===== src/rtl/uart_tx_engine.sv =====
// UART transmit engine: FIFO-buffered words, serialised as start/data/parity/stop.
// Frame settings are captured per word so a mid-frame config change never tears a frame.
module uart_tx_engine #(
  parameter int DATA_WIDTH = 8,
  parameter int FIFO_DEPTH = 4,
  parameter int DIV_WIDTH  = 16
) (
  input  logic                          pclk,
  input  logic                          areset,
  input  logic [DIV_WIDTH-1:0]          baud_div,
  input  logic                          parity_en,
  input  logic                          parity_odd,
  input  logic                          stop_two,
  input  logic [DATA_WIDTH-1:0]         tx_data,
  input  logic                          tx_valid,
  output logic                          tx_ready,
  output logic                          tx,
  output logic                          bclk,
  output logic                          busy,
  output logic [$clog2(FIFO_DEPTH):0]   fifo_level
);

  localparam int AW = $clog2(FIFO_DEPTH);
  localparam int BW = $clog2(DATA_WIDTH);
  localparam logic [AW:0] FULL = (AW+1)'(FIFO_DEPTH);
  localparam logic [BW-1:0] LAST = BW'(DATA_WIDTH-1);

  typedef enum logic [2:0] {
    IDLE, START, DATA, PARITY, STOP1, STOP2
  } state_t;

  state_t state, state_nx;

  logic [DATA_WIDTH-1:0] mem [FIFO_DEPTH];
  logic [AW-1:0]         wptr, rptr;
  logic                  push, pop;

  logic [DIV_WIDTH-1:0]  cnt, div_l;
  logic [BW-1:0]         bit_idx;
  logic [DATA_WIDTH-1:0] data_l;
  logic                  par_en_l, stop2_l, par_bit;
  logic                  tick, more;
  logic                  tx_d, bclk_d;

  assign tx_ready = (fifo_level != FULL);
  assign push     = tx_valid & tx_ready;
  assign busy     = (state != IDLE);
  assign tick     = (cnt == div_l - 1'b1);
  assign more     = (fifo_level != '0);

  always_ff @(posedge pclk) begin
    if (push) mem[wptr] <= tx_data;
  end

  always_ff @(posedge pclk or negedge areset) begin
    if (!areset) begin
      wptr       <= '0;
      rptr       <= '0;
      fifo_level <= '0;
    end else begin
      if (push) wptr <= wptr + 1'b1;
      if (pop)  rptr <= rptr + 1'b1;
      case ({push, pop})
        2'b10:   fifo_level <= fifo_level + 1'b1;
        2'b01:   fifo_level <= fifo_level - 1'b1;
        default: ;
      endcase
    end
  end

  // Per-frame snapshot; a zero divisor is stored as 1
  always_ff @(posedge pclk or negedge areset) begin
    if (!areset) begin
      data_l   <= '0;
      par_en_l <= 1'b0;
      stop2_l  <= 1'b0;
      par_bit  <= 1'b0;
      div_l    <= DIV_WIDTH'(1);
    end else if (pop) begin
      data_l   <= mem[rptr];
      par_en_l <= parity_en;
      stop2_l  <= stop_two;
      par_bit  <= (^mem[rptr]) ^ parity_odd;
      div_l    <= (baud_div == '0) ? DIV_WIDTH'(1) : baud_div;
    end
  end

  always_ff @(posedge pclk or negedge areset) begin
    if (!areset) begin
      cnt     <= '0;
      bit_idx <= '0;
    end else if (pop) begin
      cnt     <= '0;
      bit_idx <= '0;
    end else if (state != IDLE) begin
      cnt <= tick ? '0 : cnt + 1'b1;
      if (tick && state == DATA) bit_idx <= bit_idx + 1'b1;
    end
  end

  always_ff @(posedge pclk or negedge areset) begin
    if (!areset) state <= IDLE;
    else         state <= state_nx;
  end

  always_comb begin
    state_nx = state;
    unique case (state)
      IDLE:   if (more) state_nx = START;
      START:  if (tick) state_nx = DATA;
      DATA:
        if (tick && bit_idx == LAST)
          state_nx = par_en_l ? PARITY : STOP1;
      PARITY: if (tick) state_nx = STOP1;
      STOP1:
        if (tick) begin
          if (stop2_l)   state_nx = STOP2;
          else if (more) state_nx = START;
          else           state_nx = IDLE;
        end
      STOP2:
        if (tick) state_nx = more ? START : IDLE;
      default: state_nx = IDLE;
    endcase
  end

  // tx follows the state one cycle later, so it is purely registered
  always_comb begin
    pop    = (state_nx == START) && (state != START);
    bclk_d = (state != IDLE) && tick;
    tx_d   = 1'b1;
    unique case (state)
      IDLE:    tx_d = 1'b1;
      START:   tx_d = 1'b0;
      DATA:    tx_d = data_l[bit_idx];
      PARITY:  tx_d = par_bit;
      STOP1:   tx_d = 1'b1;
      STOP2:   tx_d = 1'b1;
      default: tx_d = 1'b1;
    endcase
  end

  always_ff @(posedge pclk or negedge areset) begin
    if (!areset) begin
      tx   <= 1'b1;
      bclk <= 1'b0;
    end else begin
      tx   <= tx_d;
      bclk <= bclk_d;
    end
  end

endmodule


===== config.mk =====
export PLATFORM = sky130hd
export DESIGN_NAME = uart_tx_engine
export DESIGN_NICKNAME = d
export VERILOG_FILES = /design/src/rtl/uart_tx_engine.sv
export SDC_FILE = /design/constraint.sdc
export NUM_CORES = 1
export LEC_CHECK = 0
export ABC_AREA = 1
export CAP_MARGIN = 25
export CORE_MARGIN = 2
export CORE_UTILIZATION = 60
export CTS_CLUSTER_SIZE = 16
export DETAILED_ROUTE_END_ITERATION = 8
export PLACE_DENSITY = 0.81
export REMOVE_ABC_BUFFERS = 1
export SETUP_SLACK_MARGIN = 0.05
export SLEW_MARGIN = 30
export SYNTH_ARGS = -nofsm -noshare
export SYNTH_HDL_FRONTEND = slang
export SYNTH_SLANG_ARGS = --single-unit

===== constraint.sdc =====
create_clock -name pclk -period 8.4 [get_ports pclk]
set_clock_uncertainty 0.1 [all_clocks]
set_input_delay 1.68 -clock pclk [delete_from_list [all_inputs] [get_ports pclk]]
set_output_delay 1.68 -clock pclk [all_outputs]
set_load 0.005 [all_outputs]

==> impl_results.md, run 1 <==
- Clock-pin transition on the worst setup and hold timing paths: 100 ps
- Critical path startpoint category: register
- Most used cell, CP: nor2_1
- Mapped Area: 5400 um^2
- Max stage delay cell, worst path: clkinv_1
- Average wire length per cell after detail routing: 14.4 um
- Critical path's largest stage delay: 610 ps
- R2R cell count: 24
- Most used standard cells in the synthesized netlist: nand2_1 (214), inv_1 (81), nor2_1 (69)
- Sequential element share of the synthesized area: 44.7%
- Crit path depth: 5
- Asr flop ratio synth: 64.4%
- Outcome: completed
- Max-slew violation total from the final report: 0
- Number of clock sinks seen by CTS: 90
- IO Port Bufs: 36
- Lkg Pwr: 2.93 nW
- Clock tree from TritonCTS: built
- Layout cell share with drive strength beyond 1: 8.80%
- Measured slew at the worst slew-check pin: 799 ps
- Inserted Diodes: 0
- Post-CTS sizing: 0
- Core Footprint: 8720 um^2
- Post-CTS Setup Inserts: 0
- Number of buffers inserted by hold repair at cts: 0
- Die Footprint: 9780 um^2
- Pin count of the biggest net entering global routing: 59
- Via count: 4687
- Type of the tightest min-delay check: reg2reg
- Most used flip-flop cell after synthesis: dfrtp_1
- Die Ht: 98.9 um
- Global route total overflow: 0
- Average instance area after synthesis: 7.66 um^2
- Data required time at the worst endpoint: 6620 ps
- Worst Setup EP: busy
- Number of flops mapped to enable cells by yosys: 32
- Share of total power in sequential cells: 34.2%
- Buffer levels on the longest clock path: 2
- Detail-routed via count per cell: 5.53
- Share of the clock period used by the worst path: 54.4%
- Initial cell density of the core: 62.0%
- Synthesis Warnings: 0
- Flop-to-flop setup slack: 4210 ps
- Switching portion of total power: 46.6%
- Num CTS Buffers: 9
- Worst R2R Start: div_l[0]
- Boundary pin count: 37
- First-pass iteration count of the detailed router: 5
- Number of levels in the clock H-tree: 3
- Root cell of the clock tree: clkbuf_8
- NetSw: 1.00 mW
- Count of nets after finishing: 774
- GP Congestion: 0.965
- Share of power burned in combinational logic: 50.2%
- Bufs and invs on worst path: 3
- Clock network latency to the later pin of the worst-skew pair: 360 ps
- Area contributors post-synth: dfrtp_1 (26%), edfxtp_1 (18%), nand2_1 (15%), inv_1 (5.6%), nor2_1 (4.8%)
- Areal power density over the cells: 358 nW/um^2
- Setup repair after global routing missed its margin: false
- Setup-failing EPs final: 0
- Number of antenna violations at the first check in global routing: 0
- Critical Path Source: state[1]
- Total wire length after detailed routing: 12200 um
- DIE WIDTH: 98.9 um
- Final core utilization: 69.1%
- Number of DRC violations after detailed routing: 0
- Half-perimeter wire length after placement: 9090 um
- Netlist cell types: 37
- Post-Synthesis Cells: 705
- Worst hold margin: 377 ps
- Clock power frac: 15.6%
- Worst setup EP type: output pin
- Top-count cell post-synth: nand2_1
- Synth Register Bits: 90
- Reg2reg end: fifo_level[2]
- Via count of the first global-routing pass: 4475
- Number of violations of the max-capacitance limit: 0
- Share of the synthesized area in the top cell type: 25.9%
- Cell breakdown of the critical path: nor2_1 -> inv_1 -> nor2_1 -> clkinv_1 -> clkdlybuf4s50_1
- Final ANT Viol Nets: 0
- Critical setup path kind: reg2out
- Internal Pwr Total: 1.15 mW
- CP top delay family: buffers and inverters
- Total Neg Setup Slack: 0 ps
- Total routing usage reported by global routing: 26.5%
- Arrival @ worst endpoint: 2790 ps
- Worst vdd rail ir drop: 0.307 mV
- Row cnt: 34
- Peak fanout along the critical path: 17
- Worst slew slack as a fraction of its limit: 46.6%
- Global-route wire length before repair: 21000 um
- Library cell occupying the most area in the post-synthesis netlist: dfrtp_1
- Drt initial violations: 389
- Peak Freq: 219 MHz
- Crit path time final: 4570 ps
- Relative area change from synthesis to final layout: 11.5%
- Number of hold violations in the final report: 0
## cell usage in the layout (no fill, tap or decap), drive strengths merged, types with 12 or more instances in the layout
master / Yosys / final
clkdlybuf4s50: 0 / 35
dfrtp: 56 / 56
edfxtp: 32 / 32
inv: 97 / 101
nand2: 226 / 226
nand3: 36 / 36
nand4: 41 / 41
nor2: 78 / 78
o21ai: 27 / 27
xnor2: 12 / 12
xor2: 16 / 16
## state kept, by name, indices dropped and copies added (netlist names), 2 cells and up
register	count
mem	32
cnt	16
div_l	16
data_l	8
bit_idx	3
fifo_level	3
state	3
rptr	2
wptr	2
## metrics by stage
step / total power, mW / worst slack [ps] / std cells / instance area, um^2
after floorplan: 1.52 / 3800 / 683 / 5280
after global routing: 2.36 / 3630 / 847 / 6020
after global placement: 1.77 / 4350 / 831 / 5800
final: 2.15 / 3830 / 847 / 6020
after CTS: 2.15 / 3880 / 847 / 6020
after detailed placement: 1.81 / 4230 / 831 / 5800
## worst min path at each step
stage	from	end	cells after the start
after floorplan	data_l[2]	data_l[2]	2
after CTS	data_l[2]	data_l[2]	2
after global routing	div_l[0]	div_l[0]	2
after detailed placement	data_l[2]	data_l[2]	2
final	data_l[2]	data_l[2]	2
after global placement	data_l[2]	data_l[2]	2
## worst min-delay path: stages (launching register included)
cell     delay, ps
dfrtp_1        360
nand2_1         50
nand2_1         40
## cell type report
| cell class | instances | area, um^2 |
|---|---|---|
| Clock buffer | 9 | 124 |
| Clock inverter | 7 | 105 |
| Fill cell | 705 | 2700 |
| Inverter | 98 | 368 |
| Multi-Input combinational cell | 495 | 2490 |
| Sequential cell | 90 | 2410 |
| Tap cell | 108 | 135 |
| Timing Repair Buffer | 40 | 385 |
## power by group through the flow
stage | Clock, mW | Combinational [mW] | Sequential [mW]
6_report | 0.337 | 1.08 | 0.736
5_1_grt | 0.361 | 1.25 | 0.753
4_1_cts | 0.342 | 1.08 | 0.732
3_5_place_dp | 0 | 1.07 | 0.741
3_3_place_gp | 0 | 1.04 | 0.734
2_1_floorplan | 0 | 0.825 | 0.694
## per-layer routing
layer	vias up	wire [um]	track usage, %
li1	2325	-	-
met1	2184	5450	36.8
met2	156	5840	43.9
met3	22	686	4.11
met4	0	210	7.06
met5	-	0	0
## kinds of logic after synthesis
| group | count (synthesis) | share of synthesized area (%) |
|---|---|---|
| simple gates | 403 | 33.3 |
| buf+inv | 120 | 9.17 |
| fa+ha+maj | 10 | 2.45 |
| flops | 90 | 44.7 |
| xor+xnor | 28 | 4.54 |
| compound gates | 53 | 5.70 |
| mux | 1 | 0.185 |
Power figures use the tool's default switching activity.
==> run 2: changes to the inputs <==
clock period = 4.4 ns   (was 8.4 ns; I/O delays follow)
==> run 2 against run 1 <==
Against the previous run:
- worst setup slack got worse by 3200 ps
- cell area decreased by 0.17%
- register-to-register slack got worse by 3600 ps
- clock power increased by 66%
- hold slack improved by 10 ps
- sequential power increased by 89%
- die area unchanged
- sequential share of layout area increased by 0.067 points
- critical path depth increased by 18
- cell count increased by 0.35%
- combinational power increased by 98%
- critical path type is now reg2reg
- highest routed layer unchanged
==> impl_results.md, run 2 (synthesized netlist as in run 1, its figures left out) <==
- Outcome: completed
- Peak fanout along the critical path: 5
- GP Congestion: 0.946
- Drt initial violations: 339
- Post-route design area: 6010 um^2
- Via count: 4771
- Critical path startpoint category: register
- Post-layout worst setup margin: 615 ps
- Pin count of the biggest net entering global routing: 49
- Layout cell share with drive strength beyond 1: 9.16%
- Worst vdd rail ir drop: 0.388 mV
- Final ANT Viol Nets: 0
- Number of hold violations in the final report: 0
- IO Port Bufs: 36
- Routed met2 length: 6340 um
- First-pass iteration count of the detailed router: 4
- Data required time at the worst endpoint: 4540 ps
- Average wire length per cell after detail routing: 15.3 um
- Number of flip-flops in the largest register: 32
- Worst slew slack as a fraction of its limit: 45.5%
- Post-CTS Setup Inserts: 0
- Global-route wire length before repair: 22200 um
- Relative area change from synthesis to final layout: 11.3%
- Total routing usage reported by global routing: 28.5%
- Clock-pin transition on the worst setup and hold timing paths: 100 ps
- Global route total overflow: 0
- Cell Area, Placed: 5820 um^2
- Share of the clock period used by the worst path: 86.0%
- Share of power burned in combinational logic: 52.2%
- Internal Pwr Total: 2.11 mW
- Setup-failing EPs final: 0
- Peak Freq: 264 MHz
- Number of clock sinks seen by CTS: 90
- Most common cell after layout, fill and taps aside: nand2_1
- Total wire length after detailed routing: 13000 um
- Half-perimeter wire length after placement: 9530 um
- Most used cell, CP: nand2_1
- Met1 wire length: 5710 um
- Most flop-heavy register: mem
- Number of buffers inserted by hold repair at cts: 0
- Lkg Pwr: 2.93 nW
- Detailed-routed wire length on met3: 762 um
- Arrival @ worst endpoint: 3930 ps
- Clock network latency to the later pin of the worst-skew pair: 360 ps
- Boundary pin count: 37
- DIE WIDTH: 98.9 um
- Max stage delay cell, worst path: dfstp_2
- Root cell of the clock tree: clkbuf_8
- Type of the tightest min-delay check: reg2reg
- CP top delay family: simple AND/OR/NAND/NOR gates
- Inserted Diodes: 0
- Commonest non-fill, non-tap cells in the layout: nand2_1 (214), inv_1 (81), nor2_1 (69)
- Setup repair after global routing missed its margin: false
- Switching portion of total power: 48.4%
- Core Footprint: 8720 um^2
- Die Footprint: 9780 um^2
- Measured slew at the worst slew-check pin: 814 ps
- Number of levels in the clock H-tree: 3
- Crit path time final: 3790 ps
- R2R cell count: 23
- Number of DRC violations after detailed routing: 0
- Uppermost layer routed: met4
- Cell breakdown of the critical path: inv_2 -> ha_1 -> nand2_2 -> nor2_4 -> nand2_1 -> nand2_1 -> nand2_1 -> nand2_1 -> inv_1 -> nand2_1 -> nor2_1 -> nand3_1 -> nand2_1 -> nand3_1 -> nor2_2 -> nand3_2 -> inv_2 -> ha_1 -> inv_1 -> fa_1 -> a21oi_1 -> o21ai_0 -> xnor2_1
- NetSw: 1.98 mW
- Number of fill cells: 730
- Max-slew violation total from the final report: 0
- Num CTS Buffers: 9
- Areal power density over the cells: 681 nW/um^2
- Total power consumption of the routed design: 4.09 mW
- Via count of the first global-routing pass: 4669
- Post-CTS sizing: 0
- Worst setup EP type: register
- Share of total power in sequential cells: 34.1%
- Bufs and invs on worst path: 4
- Detail-routed via count per cell: 5.61
- Biggest registers after layout: mem (32), cnt (16), div_l (16)
- Count of nets after finishing: 777
- Clock tree from TritonCTS: built
- Critical path's largest stage delay: 560 ps
- Row cnt: 34
- Number of antenna violations at the first check in global routing: 0
- Initial cell density of the core: 62.0%
- Place WS: 730 ps
- Number of violations of the max-capacitance limit: 0
- Count of cells along the worst hold path: 2
- Die Ht: 98.9 um
- Clock power frac: 13.7%
- Critical setup path kind: reg2reg
- Buffer levels on the longest clock path: 2
- Crit path depth: 23
-- run 2: stage by stage --
stage	cells	utilization [%]	TNS, ps	hold WS, ps
4_1_cts	850	69.0	0	387
3_3_place_gp	834	66.7	0	352
6_report	850	69.0	0	387
2_1_floorplan	683	-	-221	337
3_5_place_dp	834	66.7	0	362
5_1_grt	850	69.0	0	404
-- run 2: power by group through the flow --
stage | clock network (mW) | logic (mW) | registers [mW]
floorplan | 0 | 1.57 | 1.33
global placement | 0 | 2.05 | 1.39
detailed placement | 0 | 2.12 | 1.41
CTS | 0.567 | 2.13 | 1.39
global route | 0.602 | 2.44 | 1.43
finish | 0.561 | 2.14 | 1.39
-- run 2: cell type report --
class,instances,area [um^2],share of cell area (%)
Timing Repair Buffer,43,408,6.78
Multi-Input combinational cell,495,2490,41.4
Sequential cell,90,2410,40.1
Inverter,98,368,6.12
Clock inverter,7,72.6,1.21
Tap cell,108,135,2.25
Clock buffer,9,124,2.06
-- run 2: worst paths after layout --
kind / start / to / slack (ps)
worst min-delay path: data_l[2] / data_l[2] / 390
worst min register to register: data_l[2] / data_l[2] / 390
min in group asynchronous: areset / cnt[2] / 470
worst max-delay path: div_l[0] / fifo_level[2] / 610
worst max register to register: div_l[0] / fifo_level[2] / 610
max in group asynchronous: areset / div_l[13] / 2910
-- run 2: per-layer routing --
metal  up-vias  GRT usage (%)
met5         -              0
met4         0           7.48
met3        13           3.76
met2       156           48.8
met1      2272           38.5
li1       2330              -
-- run 2: worst reg2reg max path: stages (launching register included) --
cell	delay, ps
dfstp_2	560
inv_2	60
ha_1	250
nand2_2	170
nor2_4	70
nand2_1	60
nand2_1	50
nand2_1	120
nand2_1	80
inv_1	50
nand2_1	40
nor2_1	170
nand3_1	260
nand2_1	120
nand3_1	100
nor2_2	130
nand3_2	150
inv_2	80
ha_1	130
inv_1	70
fa_1	400
a21oi_1	170
o21ai_0	130
xnor2_1	150
